==> src/rtl/riscv_pkg.sv <==
// Shared pipeline types for the RV64I core.
// Holds load/store sizes and the LSU state encoding.
package riscv_pkg;

  typedef enum logic [1:0] {
    LSU_B = 2'd0,
    LSU_H = 2'd1,
    LSU_W = 2'd2,
    LSU_D = 2'd3
  } lsu_size_e;

  typedef enum logic [1:0] {
    IDLE = 2'd0,
    REQ  = 2'd1,
    RESP = 2'd2,
    DONE = 2'd3
  } lsu_state_e;

endpackage

==> src/rtl/riscv_lsu_align.sv <==
// Byte-lane steering for the LSU: enables, store
// replication and load extraction/extension.
module riscv_lsu_align
  import riscv_pkg::*;
(
  input  logic [1:0]  size,
  input  logic        uns,
  input  logic [2:0]  off,
  input  logic [63:0] wdata_i,
  input  logic [63:0] rdata_i,
  output logic [7:0]  be_o,
  output logic [63:0] wdata_o,
  output logic [63:0] rdata_o
);

  logic [7:0]  be_base;
  logic [63:0] sh;

  // Lane enables, replicated store data and extended load data
  always_comb begin
    be_base = 8'hFF;
    wdata_o = wdata_i;
    rdata_o = '0;
    sh      = rdata_i >> {off, 3'b000};
    unique case (size)
      LSU_B: begin
        be_base = 8'h01;
        wdata_o = {8{wdata_i[7:0]}};
        rdata_o = {{56{sh[7] & ~uns}}, sh[7:0]};
      end
      LSU_H: begin
        be_base = 8'h03;
        wdata_o = {4{wdata_i[15:0]}};
        rdata_o = {{48{sh[15] & ~uns}}, sh[15:0]};
      end
      LSU_W: begin
        be_base = 8'h0F;
        wdata_o = {2{wdata_i[31:0]}};
        rdata_o = {{32{sh[31] & ~uns}}, sh[31:0]};
      end
      default: begin
        be_base = 8'hFF;
        wdata_o = wdata_i;
        rdata_o = sh;
      end
    endcase
    be_o = be_base << off;
  end

endmodule

==> src/rtl/riscv_lsu.sv <==
// Load/store unit: MEM stage to req/gnt/rvalid bus.
// FSM plus registered bus and completion outputs.
module riscv_lsu
  import riscv_pkg::*;
#(
  parameter int DATA_WIDTH = 64,
  parameter int ADDR_WIDTH = 64
) (
  input  logic                  clk,
  input  logic                  rst_n,
  input  logic                  sft_rst,
  input  logic                  core_req,
  input  logic                  core_we,
  input  logic [1:0]            core_size,
  input  logic                  core_unsigned,
  input  logic [ADDR_WIDTH-1:0] core_addr,
  input  logic [DATA_WIDTH-1:0] core_wdata,
  output logic [DATA_WIDTH-1:0] core_rdata,
  output logic                  core_done,
  output logic                  misalign,
  output logic                  stall,
  output logic                  mem_req,
  output logic                  mem_we,
  output logic [ADDR_WIDTH-1:0] mem_addr,
  output logic [7:0]            mem_be,
  output logic [DATA_WIDTH-1:0] mem_wdata,
  input  logic                  mem_gnt,
  input  logic                  mem_rvalid,
  input  logic [DATA_WIDTH-1:0] mem_rdata
);

  lsu_state_e state_q, state_d;
  logic [1:0] size_q, size_d;
  logic uns_q, uns_d;
  logic [2:0] off_q, off_d;
  logic mem_req_q, mem_req_d;
  logic mem_we_q, mem_we_d;
  logic [ADDR_WIDTH-1:0] mem_addr_q, mem_addr_d;
  logic [7:0] mem_be_q, mem_be_d;
  logic [DATA_WIDTH-1:0] mem_wdata_q, mem_wdata_d;
  logic [DATA_WIDTH-1:0] core_rdata_q, core_rdata_d;
  logic core_done_q, core_done_d;
  logic misalign_q, misalign_d;

  logic [1:0]  a_size;
  logic        a_uns;
  logic [2:0]  a_off;
  logic [7:0]  a_be;
  logic [63:0] a_wdata;
  logic [63:0] a_rdata;
  logic [2:0]  mask;
  logic        mis;

  // In IDLE steer from the core inputs, later from the latched access
  always_comb begin
    a_size = (state_q == IDLE) ? core_size : size_q;
    a_uns  = (state_q == IDLE) ? core_unsigned : uns_q;
    a_off  = (state_q == IDLE) ? core_addr[2:0] : off_q;
  end

  riscv_lsu_align u_align (
    .size    (a_size),
    .uns     (a_uns),
    .off     (a_off),
    .wdata_i (core_wdata),
    .rdata_i (mem_rdata),
    .be_o    (a_be),
    .wdata_o (a_wdata),
    .rdata_o (a_rdata)
  );

  // Misaligned when low address bits fall inside the access size
  always_comb begin
    unique case (core_size)
      2'd0:    mask = 3'b000;
      2'd1:    mask = 3'b001;
      2'd2:    mask = 3'b011;
      default: mask = 3'b111;
    endcase
    mis = |(core_addr[2:0] & mask);
  end

  // Next-state and output register updates
  always_comb begin
    state_d      = state_q;
    size_d       = size_q;
    uns_d        = uns_q;
    off_d        = off_q;
    mem_req_d    = mem_req_q;
    mem_we_d     = mem_we_q;
    mem_addr_d   = mem_addr_q;
    mem_be_d     = mem_be_q;
    mem_wdata_d  = mem_wdata_q;
    core_rdata_d = core_rdata_q;
    core_done_d  = 1'b0;
    misalign_d   = 1'b0;
    unique case (state_q)
      IDLE: begin
        if (core_req) begin
          size_d = core_size;
          uns_d  = core_unsigned;
          off_d  = core_addr[2:0];
          if (mis) begin
            state_d      = DONE;
            core_done_d  = 1'b1;
            misalign_d   = 1'b1;
            core_rdata_d = '0;
          end else begin
            state_d     = REQ;
            mem_req_d   = 1'b1;
            mem_we_d    = core_we;
            mem_addr_d  = {core_addr[ADDR_WIDTH-1:3], 3'b000};
            mem_be_d    = a_be;
            mem_wdata_d = a_wdata;
          end
        end
      end
      REQ: begin
        if (mem_gnt) begin
          mem_req_d = 1'b0;
          state_d   = RESP;
        end
      end
      RESP: begin
        if (mem_rvalid) begin
          core_rdata_d = mem_we_q ? '0 : a_rdata;
          core_done_d  = 1'b1;
          state_d      = DONE;
        end
      end
      default: begin
        state_d = IDLE;
      end
    endcase
  end

  // State and output registers with async and sync reset
  always_ff @(posedge clk or negedge rst_n) begin
    if (!rst_n) begin
      state_q      <= IDLE;
      size_q       <= '0;
      uns_q        <= 1'b0;
      off_q        <= '0;
      mem_req_q    <= 1'b0;
      mem_we_q     <= 1'b0;
      mem_addr_q   <= '0;
      mem_be_q     <= '0;
      mem_wdata_q  <= '0;
      core_rdata_q <= '0;
      core_done_q  <= 1'b0;
      misalign_q   <= 1'b0;
    end else if (sft_rst) begin
      state_q      <= IDLE;
      size_q       <= '0;
      uns_q        <= 1'b0;
      off_q        <= '0;
      mem_req_q    <= 1'b0;
      mem_we_q     <= 1'b0;
      mem_addr_q   <= '0;
      mem_be_q     <= '0;
      mem_wdata_q  <= '0;
      core_rdata_q <= '0;
      core_done_q  <= 1'b0;
      misalign_q   <= 1'b0;
    end else begin
      state_q      <= state_d;
      size_q       <= size_d;
      uns_q        <= uns_d;
      off_q        <= off_d;
      mem_req_q    <= mem_req_d;
      mem_we_q     <= mem_we_d;
      mem_addr_q   <= mem_addr_d;
      mem_be_q     <= mem_be_d;
      mem_wdata_q  <= mem_wdata_d;
      core_rdata_q <= core_rdata_d;
      core_done_q  <= core_done_d;
      misalign_q   <= misalign_d;
    end
  end

  assign core_rdata = core_rdata_q;
  assign core_done  = core_done_q;
  assign misalign   = misalign_q;
  assign stall      = core_req & ~core_done_q;
  assign mem_req    = mem_req_q;
  assign mem_we     = mem_we_q;
  assign mem_addr   = mem_addr_q;
  assign mem_be     = mem_be_q;
  assign mem_wdata  = mem_wdata_q;

endmodule
==> config.mk <==
export PLATFORM = sky130hd
export DESIGN_NAME = riscv_lsu
export DESIGN_NICKNAME = d
export VERILOG_FILES = /design/src/rtl/riscv_pkg.sv /design/src/rtl/riscv_lsu_align.sv /design/src/rtl/riscv_lsu.sv
export SDC_FILE = /design/constraint.sdc
export NUM_CORES = 1
export LEC_CHECK = 0
export CORE_ASPECT_RATIO = 1.75
export CORE_MARGIN = 2
export CORE_UTILIZATION = 48
export CTS_BUF_LIST = sky130_fd_sc_hd__clkbuf_8
export CTS_CLUSTER_DIAMETER = 60
export DETAILED_ROUTE_END_ITERATION = 8
export HOLD_SLACK_MARGIN = 0.15
export PLACE_DENSITY = 0.84
export SYNTH_ARGS = -nofsm -noshare
export SYNTH_HDL_FRONTEND = slang
export SYNTH_HIERARCHICAL = 1
export SYNTH_SLANG_ARGS = --single-unit
==> constraint.sdc <==
create_clock -name clk -period 3.4 [get_ports clk]
set_clock_uncertainty 0.15 [all_clocks]
set_input_delay 0.68 -clock clk [delete_from_list [all_inputs] [get_ports clk]]
set_output_delay 0.68 -clock clk [all_outputs]
set_load 0.02 [all_outputs]
* Word-level counts from Yosys, hierarchy flattened
Index checks and enable logic that the tools add are counted.
** Word-level totals
- Flip-flop bits (word level) :: 212
- Bits of input ports :: 202
- Output and inout bits :: 205
- Logic and storage cells :: 102
** Cells by class
- Eq/ne operators :: 12
- Shifts and indexed selects :: 2
- Mux-type cells :: 56
- Bitwise operators :: 7
- Reduce and logical (&&, ||, !) cells :: 13
** Operators by type and width (count)
- $mux W64 :: 13
- $pmux W64 S3 :: 2
- $pmux W64 S2 :: 1
- $shr A64 B6 Y64 :: 1
- $mux W8 :: 4
- $pmux W8 S3 :: 1
- $mux W1 :: 18
- $mux W2 :: 9
- $ne A3 B3 Y1 const B :: 5
- $mux W3 :: 4
- $pmux W3 S3 :: 1
- $reduce_and A4 Y1 :: 2
- $shl A8 B3 Y8 :: 1
- $eq A2 B1 Y1 const B :: 3
- $eq A2 B2 Y1 const B :: 3
- $logic_not A2 Y1 :: 3
- $pmux W2 S3 :: 1
- $reduce_and A3 Y1 :: 2
- $reduce_bool A3 Y1 :: 2
- $and A1 B1 Y1 :: 4
- $pmux W1 S2 :: 2
- $reduce_bool A2 Y1 :: 2
- $and A3 B3 Y3 :: 1
- $reduce_or A3 Y1 :: 1
- 3 further kinds :: 4

* Depth between registers and ports, before layout
Gate-level depths: netlist of the first run.
- Depth in word-level cells :: 9
- Mapped depth :: 15
- Depth with buffers taken out :: 9

* By module
The synthesis of the first run kept the hierarchy.
** By module, submodules not included
- riscv_lsu :: times used 1, cells each 650, area an instance 8832.2 um2, sequential area each 5230.0 um2
- riscv_lsu_align :: times used 1, cells each 432, area an instance 3326.9 um2, sequential area each 0.0 um2

* Worst setup path before layout of the first run
No wires, ideal clock.
- Path type :: flip-flop to flip-flop
- Start :: register state_q[0]
- End :: register mem_be_q[5] (netlist: mem_be[5])
- Library setup time :: 0.128 ns
- Arrival time :: 2.825 ns
- Required time :: 3.122 ns
- Setup slack :: 0.298 ns
- Stages on the path, launching flop included :: 14
- Path buffers :: 5
- Period minus slack after synthesis :: 3.102 ns
- Path through :: dfrtp_1 > inv_1 > ha_1 > buf_2 > clkbuf_1 > mux2_2 > buf_2 > buf_6 > buf_4 > or2_2 > a21oi_1 > a211oi_1 > nor2b_1 > mux2_1
** Between the ends
- Elaborated cells between the ends (all ways) :: 14
- Those cells by class :: eq/ne (2); shift (1); mux (7); reduce/logical (4)
** RTL lines
- from (decl) :: RTL line riscv_lsu.sv:32 : lsu_state_e state_q, state_d;
- from (signal assigned) :: RTL line riscv_lsu.sv:166 : state_q <= state_d;
- $logic_not A2 Y1 :: RTL line riscv_lsu.sv:58 : a_off = (state_q == IDLE) ? core_addr[2:0] : off_q;
- $mux W3 :: RTL line riscv_lsu.sv:58
- via a_off[0] :: RTL line riscv_lsu.sv:47 : logic [2:0] a_off;
- $shl A8 B3 Y8 :: RTL line riscv_lsu_align.sv:47 : be_o = be_base << off;
- via a_be[5] :: RTL line riscv_lsu.sv:48 : logic [7:0] a_be;
- $mux W8 :: RTL line riscv_lsu.sv:103 : if (mis) begin
- $mux W8 :: RTL line riscv_lsu.sv:99 : if (core_req) begin
- $mux W8 :: RTL line riscv_lsu.sv:97 : unique case (state_q)
- $mux W8 :: RTL line riscv_lsu.sv:152 : end else if (sft_rst) begin
- to (signal assigned) :: RTL line riscv_lsu.sv:173 : mem_be_q <= mem_be_d;
- to (decl) :: RTL line riscv_lsu.sv:39 : logic [7:0] mem_be_q, mem_be_d;
The timed path passes the listed nets, and every way through them passes these cells. The select of a mux whose other input is x is not followed.
A chain may end at the register's enable or synchronous reset.

* Worst setup path in the final report of the first run
- Start :: register state_q[0]
- End :: register core_rdata_q[55] (netlist: core_rdata[55])
** Between the ends
- Cells in the longest elaborated chain, start to end :: 9
- Elaborated cells between the ends (all ways) :: 23
- Those cells by class :: eq/ne (6); shift (1); mux (8); bitwise (4); reduce/logical (4)
** RTL lines
- $logic_not A2 Y1 * :: RTL line riscv_lsu.sv:58
- $mux W3 * :: RTL line riscv_lsu.sv:58
- via a_off[1] :: RTL line riscv_lsu.sv:47
- $shr A64 B6 Y64 * :: RTL line riscv_lsu_align.sv:24 : sh = rdata_i >> {off, 3'b000};
- $and A1 B1 Y1 (on tied branches) :: RTL line riscv_lsu_align.sv:39, riscv_lsu_align.sv:29, riscv_lsu_align.sv:34
- $pmux W64 S3 * :: RTL line riscv_lsu_align.sv:25 : unique case (size)
- via a_rdata[55] :: RTL line riscv_lsu.sv:50 : logic [63:0] a_rdata;
- $mux W64 * :: RTL line riscv_lsu.sv:126 : core_rdata_d = mem_we_q ? '0 : a_rdata;
- $mux W64 * :: RTL line riscv_lsu.sv:125 : if (mem_rvalid) begin
- $pmux W64 S2 * :: RTL line riscv_lsu.sv:97
- $mux W64 * :: RTL line riscv_lsu.sv:152
- to (signal assigned) :: RTL line riscv_lsu.sv:175 : core_rdata_q <= core_rdata_d;
- to (decl) :: RTL line riscv_lsu.sv:41 : logic [DATA_WIDTH-1:0] core_rdata_q, core_rdata_d;
Mark *: on every way through the listed nets, which the timed path passes. The rest lies on a longest branch. The select of a mux whose other input is x is not followed.

==> results of run 1 <==
## what timing repair did
action / in CTS / in global routing
hold buffers: 1 / 0
gates resized for setup: 0 / 0
endpoints found under the hold margin: 68 / 0
## per-stage QoR
stage               instances  utilization [%]
floorplan                1084                -
global placement         1746             66.0
detailed placement       1746             66.0
CTS                      1803             68.8
global route             1805             68.8
finish                   1805             68.8
## sequential cells by signal (all words and copies together), names as in the netlist
signal / cells
core_done: 1
core_rdata: 64
mem_addr: 61
mem_be: 8
mem_req: 1
mem_wdata: 64
mem_we: 1
misalign: 1
off_q: 3
size_q: 2
state_q: 2
uns_q: 1
## how the worst max path moves through the flow
stage,start,end,slack [ns],depth (start not counted)
after floorplan,state_q[0]$_DFFE_PN0P_,mem_be[5]$_DFFE_PN0P_,0.30,13
after global placement,core_addr[1],core_rdata[26]$_DFFE_PN0P_,0.13,9
after detailed placement,core_size[0],mem_wdata[60]$_DFFE_PN0P_,0.08,8
after CTS,state_q[0]$_DFFE_PN0P_,core_rdata[55]$_DFFE_PN0P_,0.26,10
after global routing,state_q[0]$_DFFE_PN0P_,core_rdata[55]$_DFFE_PN0P_,0.07,10
final,state_q[0]$_DFFE_PN0P_,core_rdata[55]$_DFFE_PN0P_,0.23,10
## final cells by class
| type | count | area share (%) |
|---|---|---|
| Multi-Input combinational cell | 755 | 36.2 |
| Clock inverter | 21 | 1.31 |
| Tap cell | 316 | 2.29 |
| Sequential cell | 209 | 30.3 |
| Timing Repair Buffer | 458 | 26.8 |
| Antenna cell | 2 | 0.0290 |
| Inverter | 9 | 0.196 |
| Clock buffer | 35 | 2.79 |
## cell usage in the layout, fill, tap and decap left out, types with 6 or more instances in the layout
cell type / instances
sky130_fd_sc_hd__buf_12: 14
sky130_fd_sc_hd__nor2_1: 18
sky130_fd_sc_hd__dfrtp_1: 209
sky130_fd_sc_hd__a22o_1: 64
sky130_fd_sc_hd__buf_4: 41
sky130_fd_sc_hd__o2111ai_1: 15
sky130_fd_sc_hd__clkinv_2: 6
sky130_fd_sc_hd__a21oi_1: 23
sky130_fd_sc_hd__mux4_2: 29
sky130_fd_sc_hd__clkbuf_8: 35
sky130_fd_sc_hd__clkdlybuf4s50_1: 401
sky130_fd_sc_hd__nand2_1: 105
sky130_fd_sc_hd__mux2_2: 110
sky130_fd_sc_hd__o2bb2ai_1: 7
sky130_fd_sc_hd__nor2b_1: 140
sky130_fd_sc_hd__mux2i_1: 57
sky130_fd_sc_hd__nand4_1: 24
sky130_fd_sc_hd__a22oi_1: 8
sky130_fd_sc_hd__mux2_1: 60
sky130_fd_sc_hd__o21ai_0: 12
sky130_fd_sc_hd__inv_1: 17
sky130_fd_sc_hd__nand3_1: 18
## cell families after synthesis
kind of cell / count (synthesis)
AND/OR/NAND/NOR: 331
multiplexers: 258
flip-flops: 209
AO/OA/AOI/OAI: 158
buffers and inverters: 120
adder cells (fa/ha/maj): 4
other: 1
XOR/XNOR: 1
## metal layers
layer	global-route usage [%]	vias to the layer above	share of wire, %
met2	53.6	553	52
met5	0	-	0
li1	-	4652	-
met3	6.46	138	7.4
met4	20.9	0	7.8
met1	31.5	5072	33
## power by group through the flow
stage | Sequential, uW | Clock [uW] | Combinational [uW]
finish | 3150 | 2370 | 6490
global route | 3200 | 2540 | 6900
CTS | 3150 | 2430 | 6470
detailed placement | 3190 | 0 | 6430
global placement | 3170 | 0 | 6340
floorplan | 3650 | 0 | 3550
## synth_stat cells, types with 3 or more instances
master	number
sky130_fd_sc_hd__nor2b_1	140
sky130_fd_sc_hd__mux2i_1	57
sky130_fd_sc_hd__nand3b_1	3
sky130_fd_sc_hd__o21ai_1	5
sky130_fd_sc_hd__nor3_1	4
sky130_fd_sc_hd__o2111ai_1	15
sky130_fd_sc_hd__inv_1	8
sky130_fd_sc_hd__o21ai_0	12
sky130_fd_sc_hd__mux2_2	111
sky130_fd_sc_hd__buf_2	45
sky130_fd_sc_hd__dfrtp_1	209
sky130_fd_sc_hd__nand4_1	24
sky130_fd_sc_hd__clkbuf_1	23
sky130_fd_sc_hd__nand2b_1	4
sky130_fd_sc_hd__a211oi_1	5
sky130_fd_sc_hd__mux4_2	29
sky130_fd_sc_hd__a22oi_1	8
sky130_fd_sc_hd__buf_4	27
sky130_fd_sc_hd__ha_1	4
sky130_fd_sc_hd__nor2_1	18
sky130_fd_sc_hd__a22o_1	64
sky130_fd_sc_hd__buf_6	14
sky130_fd_sc_hd__a31oi_1	4
sky130_fd_sc_hd__nand3_1	18
sky130_fd_sc_hd__a21oi_1	24
sky130_fd_sc_hd__nand2_1	105
sky130_fd_sc_hd__mux2_1	60
sky130_fd_sc_hd__o2bb2ai_1	7
==> metrics.txt, run 1 <==
result of the run complete, no violations; floorplan die width 124 um; worst setup path class reg2reg; start point of the worst hold path mem_be[3]$_DFFE_PN0P_; final layout net count 1,670; transition at the pin with the smallest max-transition slack roughly 0.56 ns; CTS clk-pin slew, worst paths 0.07 ns; max-capacitance violation count 0; cell area after layout 17,200 um2; FF-to-FF End core_rdata[55]$_DFFE_PN0P_; Post-Synth Adder-Cell Area less than 1%; unrepaired setup endpoints after global routing false; biggest cell delay along the critical path 0.46 ns; Register-to-Register Path Depth 10; area of the multi-input gates around 6200 um2; proportion of total power due to net switching 39.7%; leakage dissipation between 0.007 and 0.008 uW; number of enable flip-flop cells after synthesis 0; kind of end point of the critical path register; Pre-Repair DR Iteration Count 5; sequential cell area 5230 um2; total negative setup slack 0 ns; number of max-slew violations in the final report 0; startpoint of the worst register-to-register path state_q[0]$_DFFE_PN0P_; WP data required approximately 3.7 ns; vias in the first global route 11,000; end point of the worst hold path mem_be[3]$_DFFE_PN0P_; count of buffering cells on the critical path with inverters included 3; residual antenna-violating net count after detailed routing 0; area enclosed by the die boundary 26,700 um2; fraction of power consumed by the clock network between 15 and 20%; total global routing overflow 0; worst max-slew margin expressed relative to the limit 62.4%; flops & latches, synth roughly 210; starting utilization of the core area around half; Num Clock Sinks 209; part of the Yosys area used for sequential elements 43.0%; synth warn 6; mean instance size in the synthesized netlist 11.2 um2; cell at the root of the clock tree sky130_fd_sc_hd__clkbuf_8; share of cell area taken by muxes after synthesis between 20% and 30%; number of top-level pins slightly above 400; Cell Area, Synth about 12,000 um2; die height around 210 um; DRC marker count from the first detailed-route iteration 801; Seq pwr share roughly a quarter; number of antenna violations at the first check in global routing 2; Max H-tree Level 1; Floorplan Core Area 25,000 um2; Simple-Gate Fraction of Synth Area 14.5%; area of placed instances roughly 17,000 um2; leading cell types by total area after synthesis sky130_fd_sc_hd__dfrtp_1, sky130_fd_sc_hd__mux2_2, sky130_fd_sc_hd__nor2b_1; cell internal power dissipation ~7300 uW; quantity of I/O buffers inserted on ports between 400 and 500; cells along the critical path inv_1 > ha_1 > mux2_2 > buf_4 > mux2i_1 > nand2_1 > nand4_2 > buf_4 > o2111ai_1 > a22o_1; total DRC errors in the routed layout 0; CP Launch Type register; average wire length per cell after detail routing 22.7 um; post-DR vias/cell 5.77; Data arrival, critical path roughly 3.5 ns; Post-Route WL just over 40 mm; Final Power ~12,000 uW; fmax 315 MHz; post-place setup slack ~0.079 ns; Yosys top cell area share 43.0%; TritonCTS clock tree done; synth-to-layout area growth 41.8%; Rows 77; first-pass GRT wire length 63.3 mm; xor/xnor cell area share of the yosys netlist less than 1%; worst-case clock buffer depth 3; Mapped Cells 1,082; share of cells above drive strength 1 17.4%; slowest cell on the critical path sky130_fd_sc_hd__mux2_2; minimum hold slack 0.338 ns; dominant combinational cell family by area after synthesis multiplexers; Final HPWL DP roughly 30 mm; period utilization just over 90%; highest fanout seen on the critical path 19; Synth cell types 57; setup repair bufs after CTS 0; clock buffers created by TritonCTS 31; count of filler cells inserted in the layout 1,847; maximum number of pins on one net before global-route repair between 100 and 150; clock latency on the worst-skew pair around 0.60 ns; Pwr per Cell Area 697 nW/um2; cell type group with the largest total delay on the critical path multiplexers; complex-gate fraction of the synthesized area 10.1%; prevailing post-synth register cell sky130_fd_sc_hd__dfrtp_1; worst supply voltage drop on vdd 0.000395 V; min-delay worst type reg2reg; cell type with the highest occurrence count on the critical path sky130_fd_sc_hd__buf_4; final hold violation count 0; async set-or-reset flop fraction in the synthesized netlist 100%; cell type with the largest total area after synthesis sky130_fd_sc_hd__dfrtp_1; worst hold path depth 1; Final Worst Setup Slack 0.225 ns; Sw Pwr 4770 uW; RePlAce Congestion 1.01; share of total power in combinational logic 54.0%; Register-to-Register Setup Slack 0.23 ns; via count between 10,000 and 15,000; final critical path time including I/O delays and setup 3.17 ns; # setup viols final 0; total routing resource utilization after global routing 30.2%
(Power assumes the default switching activity.)
==> run 2: changes to the inputs <==
--- a/constraint.sdc
+++ b/constraint.sdc
@@ -3,3 +3,3 @@
 set_input_delay 0.68 -clock clk [delete_from_list [all_inputs] [get_ports clk]]
 set_output_delay 0.68 -clock clk [all_outputs]
-set_load 0.02 [all_outputs]
+set_load 0.05 [all_outputs]
==> metrics.txt, run 2 (synthesized netlist as in run 1, its figures left out) <==
worst supply voltage drop on vdd 0.000608 V; period utilization 93.1%; WP data required 3.67 ns; number of antenna violations at the first check in global routing 2; quantity of I/O buffers inserted on ports ~400; highest fanout seen on the critical path 12; result of the run complete, no violations; Num Clock Sinks 209; Final HPWL DP between 30 and 40 mm; area of placed instances 16,500 um2; transition at the pin with the smallest max-transition slack 0.667 ns; worst max-slew margin expressed relative to the limit 55.4%; residual antenna-violating net count after detailed routing 0; min-delay worst type reg2reg; worst setup path class reg2reg; max-capacitance violation count 0; # setup viols final 0; Pwr per Cell Area between 700 and 800 nW/um2; average wire length per cell after detail routing 23.2 um; cell area after layout roughly 17,000 um2; synth-to-layout area growth 41.5%; Register-to-Register Setup Slack 0.23 ns; Rows 77; maximum number of pins on one net before global-route repair 100; Final Core Density approximately 69%; via count about 11,000; Floorplan Core Area 25,000 um2; starting utilization of the core area roughly half; quantity of gates resized following cts 0; Max H-tree Level 2; kind of end point of the critical path register; count of filler cells inserted in the layout 1,856; floorplan die width 124 um; unrepaired setup endpoints after global routing false; total negative setup slack 0 ns; RePlAce Congestion 0.945; vias in the first global route roughly 11,000; final layout net count 1,668; DRC marker count from the first detailed-route iteration around 760; number of top-level pins just over 400; total routing resource utilization after global routing between 30% and 40%; number of max-slew violations in the final report 0; total DRC errors in the routed layout 0; CTS clk-pin slew, worst paths about 0.060 ns; leakage dissipation 0.00751 uW; Pre-Repair DR Iteration Count 5; clock buffers created by TritonCTS 34; cell at the root of the clock tree sky130_fd_sc_hd__clkbuf_8; worst-case clock buffer depth 3; post-DR vias/cell 5.84; Post-Route WL 41.9 mm; final hold violation count 0; TritonCTS clock tree done; Data arrival, critical path 3.44 ns; clock latency on the worst-skew pair 0.53 ns; final critical path time including I/O delays and setup ~3.2 ns; fmax between 300 and 400 MHz; commonest cells after routing, fill and taps aside sky130_fd_sc_hd__clkdlybuf4s50_1, sky130_fd_sc_hd__dfrtp_1, sky130_fd_sc_hd__nor2b_1, sky130_fd_sc_hd__mux2_2, sky130_fd_sc_hd__nand2_1; CP Launch Type register; total global routing overflow 0; Final Power 12,700 uW; area enclosed by the die boundary 26,700 um2; die height 215 um; most common library cell in the layout ignoring fill and taps sky130_fd_sc_hd__clkdlybuf4s50_1; share of cells above drive strength 1 16.8%; first-pass GRT wire length between 60 and 70 mm
## run 2: changes by cell type in the layout (fill, tap and decap cells not counted), sizes merged
cell / before / now
buf: 56 / 52
bufinv: 5 / 1
clkbuf: 35 / 39
clkdlybuf4s50: 401 / 400
clkinv: 7 / 3
diode: 2 / 3
inv: 18 / 25
## run 2: layout make-up
type / count / area (um2) / area share [%]
inverters: 9 / 33.8 / 0.196
clock inverters: 20 / 109 / 0.633
well taps: 316 / 395 / 2.30
clock buffers: 39 / 537 / 3.12
diodes: 3 / 7.51 / 0.0436
repair buffers: 453 / 4650 / 27.0
multi-input cells: 755 / 6240 / 36.3
flip-flops and latches: 209 / 5230 / 30.4
## run 2: critical path, stage by stage, from the launching register on
cell and delay, ns:
sky130_fd_sc_hd__dfrtp_1 0.44, sky130_fd_sc_hd__inv_1 0.15, sky130_fd_sc_hd__ha_1 0.38, sky130_fd_sc_hd__mux2_2 0.51, sky130_fd_sc_hd__buf_4 0.23, sky130_fd_sc_hd__mux2i_1 0.17
sky130_fd_sc_hd__o21ai_0 0.25, sky130_fd_sc_hd__mux2_2 0.35, sky130_fd_sc_hd__nor2b_1 0.13, sky130_fd_sc_hd__mux2_2 0.28
## run 2: metal layers
| layer | share of wire [%] | vias to the layer above | track usage, % |
|---|---|---|---|
| met5 | 0 | - | 0 |
| li1 | - | 4643 | - |
| met3 | 7.6 | 164 | 7.46 |
| met1 | 33 | 5148 | 31.9 |
| met2 | 51 | 575 | 53.7 |
| met4 | 8.6 | 0 | 23.1 |
## run 2: report_power, final
| part | switching (uW) | internal, uW | leakage (uW) | total [uW] |
|---|---|---|---|---|
| Combinational | 4430 | 2990 | 0.00434 | 7420 |
| Sequential | 246 | 2910 | 0.00277 | 3160 |
| Clock | 1050 | 1120 | 0.000392 | 2170 |
| Total | 5720 | 7030 | 0.00751 | 12700 |
## run 2: what timing repair did
item                       in CTS  in global routing
hold endpoints to repair       73                  0
setup buffers                   0                  0
setup endpoints to repair       0                  0
hold buffers                    1                  0
## run 2: path summary, 6_finish.rpt
kind,from,end,cells after the start
max in group asynchronous,rst_n,core_rdata[55]$_DFFE_PN0P_,3
max,state_q[0]$_DFFE_PN0P_,mem_wdata[63]$_DFFE_PN0P_,9
min,mem_addr[54]$_DFFE_PN0P_,mem_addr[54]$_DFFE_PN0P_,1
min reg2reg,mem_addr[54]$_DFFE_PN0P_,mem_addr[54]$_DFFE_PN0P_,1
max reg2reg,state_q[0]$_DFFE_PN0P_,mem_wdata[63]$_DFFE_PN0P_,9
min in group asynchronous,rst_n,mem_addr[14]$_DFFE_PN0P_,2
## run 2: metrics by stage
step / hold WS [ns] / instances / setup slack, ns
after detailed placement: 0.331 / 1741 / 0.0833
after floorplan: 0.234 / 1084 / 0.298
after global routing: 0.360 / 1803 / 0.126
after global placement: 0.322 / 1741 / 0.152
final: 0.340 / 1804 / 0.234
after CTS: 0.344 / 1801 / 0.213
==> run 3: changes to the inputs <==
SLEW_MARGIN = 20   (was default)
==> results of run 3 <==
No change in the layout: final DEF, timing and power equal those of run 2.
